===== src/rtl/instr_cache.sv =====
// instr_cache: direct-mapped, dual-read-port instruction cache.
// Serves two fetch lookups per cycle and refills one line at a time, word by
// word, from the next memory level. Read-only: no write path, no dirty state.
// Optional feature macro: ICACHE_STATS_EN adds hit_count / miss_count outputs.
module instr_cache #(
  parameter int XLEN           = 32,
  parameter int LINES          = 16,
  parameter int WORDS_PER_LINE = 4
) (
  input  logic            clock,
  input  logic            reset,
  input  logic            flush,
  input  logic [1:0]      read,
  input  logic [XLEN-1:0] req_address [2],
  output logic [1:0]      hit,
  output logic [31:0]     data [2],
  output logic [XLEN-1:0] address [2],
  output logic            mem_read,
  output logic [XLEN-1:0] mem_address,
  input  logic [31:0]     mem_data,
  input  logic            mem_ready
`ifdef ICACHE_STATS_EN
  ,
  output logic [31:0]     hit_count,
  output logic [31:0]     miss_count
`endif
);

  localparam int WB  = $clog2(WORDS_PER_LINE);
  localparam int IB  = $clog2(LINES);
  localparam int OFF = WB + 2;
  localparam int LW  = XLEN - OFF;      // line-number width (index + tag)
  localparam int TW  = LW - IB;         // tag width

  localparam logic [0:0] IDLE   = 1'b0;
  localparam logic [0:0] REFILL = 1'b1;

  logic [31:0]      data_mem [LINES*WORDS_PER_LINE];
  logic [TW-1:0]    tag_mem  [LINES];
  logic [LINES-1:0] valid_reg;
  logic [0:0]       state_reg;
  logic [WB-1:0]    beat_reg;
  logic [LW-1:0]    line_reg;           // line number being refilled

  logic [LW-1:0]    req_line  [2];
  logic [IB-1:0]    req_idx   [2];
  logic [TW-1:0]    req_tag   [2];
  logic [WB-1:0]    req_word  [2];
  logic [31:0]      word_data [2];
  logic [1:0]       lookup_hit;
  logic [1:0]       miss;
  logic [1:0]       hit_next;
  logic             beat_done;
  logic             last_beat;
  logic             start_refill;
  logic [3:0]       unused_addr_bits;

  // Byte-offset bits of the fetch address carry no information for word fetches.
  assign unused_addr_bits = {req_address[1][1:0], req_address[0][1:0]};

  genvar gi;
  generate
    for (gi = 0; gi < 2; gi++) begin : g_port
      assign req_line[gi]   = req_address[gi][XLEN-1:OFF];
      assign req_idx[gi]    = req_line[gi][IB-1:0];
      assign req_tag[gi]    = req_line[gi][LW-1:IB];
      assign req_word[gi]   = req_address[gi][OFF-1:2];
      assign word_data[gi]  = data_mem[{req_idx[gi], req_word[gi]}];
      assign lookup_hit[gi] = read[gi] && valid_reg[req_idx[gi]]
                              && (tag_mem[req_idx[gi]] == req_tag[gi]);
      assign miss[gi]       = read[gi] && !lookup_hit[gi];
      // Lookups are only honoured while idle and never on a flush edge.
      assign hit_next[gi]   = (state_reg == IDLE) && !flush && lookup_hit[gi];

      // Per-port registered word and address echo; they hold when not hitting.
      always_ff @(posedge clock or negedge reset) begin
        if (!reset) begin
          data[gi]    <= '0;
          address[gi] <= '0;
        end else if (hit_next[gi]) begin
          data[gi]    <= word_data[gi];
          address[gi] <= req_address[gi];
        end
      end
    end
  endgenerate

  assign beat_done    = (state_reg == REFILL) && mem_ready;
  assign last_beat    = beat_done && (beat_reg == WB'(WORDS_PER_LINE - 1));
  assign start_refill = (state_reg == IDLE) && !flush && (|miss);
  assign mem_read     = (state_reg == REFILL);
  assign mem_address  = {line_reg, beat_reg, 2'b00};

  // Data and tag storage: written by refill beats, never reset (valid bits gate use).
  always_ff @(posedge clock) begin
    if (beat_done) begin
      data_mem[{line_reg[IB-1:0], beat_reg}] <= mem_data;
    end
    if (last_beat) begin
      tag_mem[line_reg[IB-1:0]] <= line_reg[LW-1:IB];
    end
  end

  // Hit flags: one-cycle registered lookup result.
  always_ff @(posedge clock or negedge reset) begin
    if (!reset) begin
      hit <= 2'b00;
    end else begin
      hit <= hit_next;
    end
  end

  // Refill control; flush overrides everything, including a final beat.
  always_ff @(posedge clock or negedge reset) begin
    if (!reset) begin
      state_reg <= IDLE;
      beat_reg  <= '0;
      line_reg  <= '0;
      valid_reg <= '0;
    end else if (flush) begin
      state_reg <= IDLE;
      beat_reg  <= '0;
      valid_reg <= '0;
    end else if (start_refill) begin
      // Port 0 wins; a port-1 miss on the same line is covered by this refill.
      state_reg <= REFILL;
      beat_reg  <= '0;
      line_reg  <= miss[0] ? req_line[0] : req_line[1];
    end else if (beat_done) begin
      beat_reg <= beat_reg + WB'(1);
      if (last_beat) begin
        valid_reg[line_reg[IB-1:0]] <= 1'b1;
        state_reg                   <= IDLE;
      end
    end
  end

`ifdef ICACHE_STATS_EN
  // Statistics: hits per edge (0..2) and refills started; cleared by flush.
  always_ff @(posedge clock or negedge reset) begin
    if (!reset) begin
      hit_count  <= '0;
      miss_count <= '0;
    end else if (flush) begin
      hit_count  <= '0;
      miss_count <= '0;
    end else begin
      hit_count  <= hit_count + 32'(hit_next[0]) + 32'(hit_next[1]);
      miss_count <= miss_count + 32'(start_refill);
    end
  end
`endif

endmodule


===== config.mk =====
export PLATFORM = sky130hd
export DESIGN_NAME = instr_cache
export DESIGN_NICKNAME = d
export VERILOG_FILES = /design/src/rtl/instr_cache.sv
export SDC_FILE = /design/constraint.sdc
export NUM_CORES = 2
export LEC_CHECK = 0
export CAP_MARGIN = 25
export CORE_ASPECT_RATIO = 0.7
export CORE_MARGIN = 2
export CORE_UTILIZATION = 55
export DETAILED_ROUTE_END_ITERATION = 8
export PLACE_DENSITY = 0.82
export REMOVE_ABC_BUFFERS = 1
export SLEW_MARGIN = 40
export SYNTH_ARGS = -nofsm -noshare
export SYNTH_HDL_FRONTEND = slang
export SYNTH_SLANG_ARGS = --single-unit

===== constraint.sdc =====
create_clock -name clock -period 4.49 [get_ports clock]
set_clock_uncertainty 0.2 [all_clocks]
set_input_delay 1.1225 -clock clock [delete_from_list [all_inputs] [get_ports clock]]
set_output_delay 1.1225 -clock clock [all_outputs]
set_load 0.03 [all_outputs]

# Word level (Yosys, flattened, before mapping)
# Memory sizes are Yosys's and may differ from the RTL's. A register that Yosys moved wholly into a read port is not among the register bits.
# Cells that the tools add are included.
dict set report op_classes {
  add_sub_neg 1
  n_lt_le_gt_ge 4
  eq_ne 4
  n_mux 22
  n_bitwise 3
  n_reduce_logical 26
}
# operator n
set ops {}
lappend ops {{$mux W16} 4}
lappend ops {{$eq A24 B24 Y1} 2}
lappend ops {{$mux W28} 1}
lappend ops {{$or A16 B16 Y16} 1}
lappend ops {{$lt A4 B5 Y1 const B} 3}
lappend ops {{$logic_and A1 B1 Y1} 13}
lappend ops {{$mux W1} 11}
lappend ops {{$bmux W1 S4} 2}
lappend ops {{$mux W2} 3}
lappend ops {{$reduce_bool A3 Y1} 2}
lappend ops {{$logic_not A1 Y1} 5}
lappend ops {{$demux W1 S4} 1}
lappend ops {{$ge A4 B1 Y1 const B} 1}
lappend ops {{$reduce_and A2 Y1} 2}
lappend ops {{$reduce_bool A2 Y1} 2}
lappend ops {{$reduce_and A3 Y1} 1}
lappend ops {{$add A2 B1 Y2 const B} 1}
lappend ops {{$eq A2 B2 Y1 const B} 1}
lappend ops {{$ne A2 B2 Y1 const B} 1}
lappend ops {{$not A1 Y1} 2}
lappend ops {{$reduce_or A2 Y1} 1}
dict set report word_totals {
  regBits 113
  ram_bits 2432
  in_bits 102
  out_inout_bits 163
  word_cells 69
  mem_count 2
}
# name words width read_ports rd_clocked_by_memory_dff wr line_no
set mem_list {}
lappend mem_list {data_mem 64 32 2 2 1 38} ;# logic [31:0] data_mem [LINES*WORDS_PER_LINE];
lappend mem_list {tag_mem 16 24 2 0 1 39} ;# logic [TW-1:0] tag_mem [LINES];

# Depth between registers and ports, before layout
dict set report logic_depth {
  depth_word 10
  ltp_mapped 15
}

# Worst setup path before layout
# OpenSTA, ideal clock, no wires.
dict set report synth_path {
  path_kind {input to register}
  startpoint {input req_address[36] (netlist name)}
  endpoint {register data[34] (netlist name), read port of data_mem}
  arrival_ns 4.432
  required_time_ns 4.162
  setup_slack_ns -0.270
  path_stages 10
  path_buffers 7
  cell_sequence {buf_2 buf_4 buf_6 buf_2 buf_1 clkbuf_1 buf_1 mux4_2 mux4_2 mux2_1}
}
dict set report synth_via {
  elab_chain_cells 5
  elab_cells_between_ends 7
  classes_between {eq/ne (1); mux (2); reduce/logical (3); memory (1)}
}
# element line_no
set synth_lines {}
lappend synth_lines {{from (decl)} 14} ;# input logic [XLEN-1:0] req_address [2],
lappend synth_lines {{branches (longest 5 deep; another with $mem_v2 Z16 W24)} n/a}
lappend synth_lines {{to (decl)} 16} ;# output logic [31:0] data [2],
# Several ways; the timed one is not identified. The select of a mux whose other input is x is not followed.
# A chain may end at the register's enable or synchronous reset.

# Worst setup path in the final report
dict set report layout_path {
  startpoint {input req_address[7] (netlist name)}
  endpoint {register data[16] (netlist name), read port of data_mem}
}
# Same word-level chain as after synthesis.

==> metrics.yaml <==
outcome: "complete, no violations"
drt_pass1_iterations: 8
predominant_post_synthesis_flop_cell: "sky130_fd_sc_hd__edfxtp_1"
p_int_uw: 40300
critical_path.max_fanout: 20
timing.reg2reg.setup_slack_ns: 0.51
grt_util_met1_pct: 46.9
met2_usage_pct: 51.9
sequential_share_of_power_pct: 51.7
insertion_delay_ns: 0.93
synth.yosys.warnings: 0
maxCapViolations: 0
postSynthRegisterBits: 2609
areaGrowthSynthToFinish_pct: 15.1
post_route_ant_nets: 0
floorplan.die_area_um2: 221000
timing.final.setup_violations: 0
first_global_vias: 71060
worst_setup_path_startpoint: "req_address[7]"
post_layout_utilization_of_the_core_pct: 63.9
number_of_antenna_violations_at_the_first_check_in_global_routing: 15
nNetsFinal: 6021
cts-buffers-inserted: 238
place_ws_ns: -0.424
synth_top_cell_area_share_pct: 61.3
post_drt_wl_per_cell_um: 43.2
ctsRootBufferMaster: "sky130_fd_sc_hd__clkbuf_16"
yosysTopAreaCell: "sky130_fd_sc_hd__edfxtp_1"
rr_startpoint: "tag_mem[12][9]$_DFFE_PP_"
netlist-cell-type-count: 61
grt_max_degree: 71
holdBufCountCts: 0
path_class: "primary input to flip-flop"
regArea_um2: 77500
clock_sink_count: 2609
holdCritPathClass: "primary input to async pin"
initial_core_utilization_pct: 55.5
postCtsSetupBuffers: 0
synth-edff-count: 2432
drc: 0
layout_min_cycle_time_ns: 4.23
worst_slack_ns: 0.260
worstReg2RegEnd: "data[16]$_DFFE_PN0P_"
grt-busiest-layer: "met2"
tritoncts: "done"
peakVddDrop_v: 0.000337
cts_buffer_depth: 4
setup.worst_path.start_class: "primary input"
max_freq_mhz: 236
vias: 69504
num_io_pins: 265
power.switching_uw: 12100
final_min_period_over_clock_period_pct: 94.2
slew_violations: 0
unrepaired_setup_endpoints_after_global_routing: "no"
routed_via_density: 7.72
place_congestion: 0.931
cts_resized: 0
io_port_bufs: 262
power-per-cell-area_nw_per_um2: 381
fp.dieH_um: 394
hpwl_um: 219000
floorplan.die.width_um: 560
drive_above_1_share_pct: 43.2
largest_register_ff_count: 2048
clk_pin_slew_ns: 0.07
combPwrFrac_pct: 8.8
critPathCaptureType: "flip-flop"
timing.final.hold_violations: 0
p_sw_share_pct: 23.0
synth.cell_area_um2: 119000
post_synth_inst_count: 5326
htreeDepth: 4
fill_cells: 13300
power.share.clock_pct: 39.5
gr-total-overflow: 0
max-slew-margin-rel_pct: 39.6
worstPathArrival_ns: 4.78
async_sr_flop_fraction_pct: 6.78
post_synth_main_area_contributors: "sky130_fd_sc_hd__edfxtp_1 (61%), sky130_fd_sc_hd__mux4_2 (28%), sky130_fd_sc_hd__dfrtp_1 (3.7%)"
multiInputGateArea_um2: 40500
timing_worst_slew_pin_value_ns: 0.907
avgSynthCellArea_um2: 22.4
first_pass_grt_wire_length_um: 548000
worstRegToRegCells: 12
core_area_um2: 215000
power.static_leakage_uw: 0.0443
globalRouteTotalUtil_pct: 35.4
seq_area_frac_synth_pct: 65.0
cp_data_required_time_ns: 5.04
drtIter0Drc: 12525
row_count: 142
wl_um: 389000
groute.layer.met3.usage_pct: 13.6
==> cell families after synthesis <==
| kind of cell | Yosys count | share of synthesized area (%) |
|---|---|---|
| other | 1 | 0.00315 |
| AND/OR/NAND/NOR | 263 | 1.05 |
| AO/OA/AOI/OAI | 143 | 1.01 |
| buffers and inverters | 463 | 1.58 |
| multiplexers | 1785 | 30.9 |
| adder cells (fa/ha/maj) | 1 | 0.0105 |
| XOR/XNOR | 61 | 0.448 |
| flip-flops | 2609 | 65.0 |
==> final cells by class <==
| type | instances | share of cell area, % |
|---|---|---|
| Inverter | 60 | 0.173 |
| Sequential cell | 2609 | 56.4 |
| Tap cell | 2880 | 2.63 |
| Clock buffer | 299 | 4.64 |
| Clock inverter | 132 | 0.950 |
| Timing Repair Buffer | 754 | 5.63 |
| Antenna cell | 9 | 0.0164 |
| Multi-Input combinational cell | 2255 | 29.5 |
==> how the worst max path moves through the flow <==
stage | cells after the start | to | slack (ns)
2_1_floorplan | 9 | address[0]$_DFFE_PN0P_ | -2.39
3_3_place_gp | 13 | data[34]$_DFFE_PN0P_ | -0.44
3_5_place_dp | 12 | data[42]$_DFFE_PN0P_ | -0.42
4_1_cts | 15 | data[16]$_DFFE_PN0P_ | 0.44
5_1_grt | 15 | data[42]$_DFFE_PN0P_ | 0.26
6_report | 15 | data[16]$_DFFE_PN0P_ | 0.26
==> cell usage after synthesis, types with 3 or more instances <==
library cell               instances
sky130_fd_sc_hd__nor4_1           29
sky130_fd_sc_hd__clkbuf_1        264
sky130_fd_sc_hd__a22oi_1          10
sky130_fd_sc_hd__nand2b_1          4
sky130_fd_sc_hd__xor2_1           17
sky130_fd_sc_hd__dfrtp_1         177
sky130_fd_sc_hd__o21ai_0           5
sky130_fd_sc_hd__a221oi_1         27
sky130_fd_sc_hd__xnor2_1          44
sky130_fd_sc_hd__buf_6             6
sky130_fd_sc_hd__nand4_1           8
sky130_fd_sc_hd__a211oi_1         11
sky130_fd_sc_hd__nand2_1          38
sky130_fd_sc_hd__inv_2             4
sky130_fd_sc_hd__nor2_1          114
sky130_fd_sc_hd__a31oi_1           4
sky130_fd_sc_hd__nor3_1           14
sky130_fd_sc_hd__mux2i_1         116
sky130_fd_sc_hd__and3_1            6
sky130_fd_sc_hd__buf_1            70
sky130_fd_sc_hd__mux2_1           24
sky130_fd_sc_hd__edfxtp_1       2432
sky130_fd_sc_hd__o22ai_1          16
sky130_fd_sc_hd__inv_1            54
sky130_fd_sc_hd__buf_4            11
sky130_fd_sc_hd__mux2_2          143
sky130_fd_sc_hd__nor2b_1          12
sky130_fd_sc_hd__nand3_1          25
sky130_fd_sc_hd__o211ai_1          3
sky130_fd_sc_hd__buf_2            52
sky130_fd_sc_hd__mux4_2         1502
sky130_fd_sc_hd__a21oi_1          27
sky130_fd_sc_hd__a221oi_2         20
==> power groups by stage <==
stage	Sequential, uW	Combinational (uW)	Clock, uW
after floorplan	27600	2040	0
after global placement	27600	4340	0
after detailed placement	27600	4440	0
after CTS	27100	4520	20700
after global routing	27100	4730	21600
final	27100	4590	20700
==> cells in the final DEF, fill, tap and decap left out, types with 53 or more instances in the layout <==
cell,synthesis,final
sky130_fd_sc_hd__buf_4,11,398
sky130_fd_sc_hd__mux2i_1,116,116
sky130_fd_sc_hd__edfxtp_1,2432,2432
sky130_fd_sc_hd__clkdlybuf4s50_1,0,224
sky130_fd_sc_hd__mux2_2,143,143
sky130_fd_sc_hd__mux4_2,1502,1502
sky130_fd_sc_hd__buf_12,0,114
sky130_fd_sc_hd__inv_1,54,53
sky130_fd_sc_hd__nor2_4,0,80
sky130_fd_sc_hd__clkbuf_16,0,240
sky130_fd_sc_hd__dfrtp_1,177,177
==> per-stage QoR <==
| step | hold WS (ns) | total power, uW | std cells | area, um2 | TNS [ns] |
|---|---|---|---|---|---|
| floorplan | 0.273 | 29600 | 4924 | 118000 | -328.31 |
| global placement | 0.276 | 31900 | 8557 | 129000 | -54.76 |
| detailed placement | 0.281 | 32000 | 8558 | 130000 | -55.55 |
| CTS | 0.0740 | 52300 | 8989 | 137000 | 0 |
| global route | 0.0959 | 53400 | 8994 | 137000 | 0 |
| finish | 0.0735 | 52400 | 8998 | 137000 | 0 |
==> layer usage <==
layer / part of all wire [%] / vias up
met2: 45 / 7284
met3: 18 / 1422
met5: 0.021 / -
met4: 5.9 / 12
met1: 31 / 35998
li1: - / 24788
==> worst max-delay path: stages <==
cell	delay (ns)
sky130_fd_sc_hd__buf_2	0.22
sky130_fd_sc_hd__buf_12	0.19
sky130_fd_sc_hd__buf_4	0.25
sky130_fd_sc_hd__mux4_2	0.33
sky130_fd_sc_hd__mux2i_1	0.19
sky130_fd_sc_hd__mux2i_1	0.20
sky130_fd_sc_hd__xnor2_1	0.31
sky130_fd_sc_hd__buf_4	0.20
sky130_fd_sc_hd__o211ai_1	0.18
sky130_fd_sc_hd__nor4_1	0.34
sky130_fd_sc_hd__buf_4	0.17
sky130_fd_sc_hd__and4_1	0.31
sky130_fd_sc_hd__nand2_4	0.13
sky130_fd_sc_hd__buf_12	0.23
sky130_fd_sc_hd__mux2_2	0.33
(Power assumes the default switching activity.)
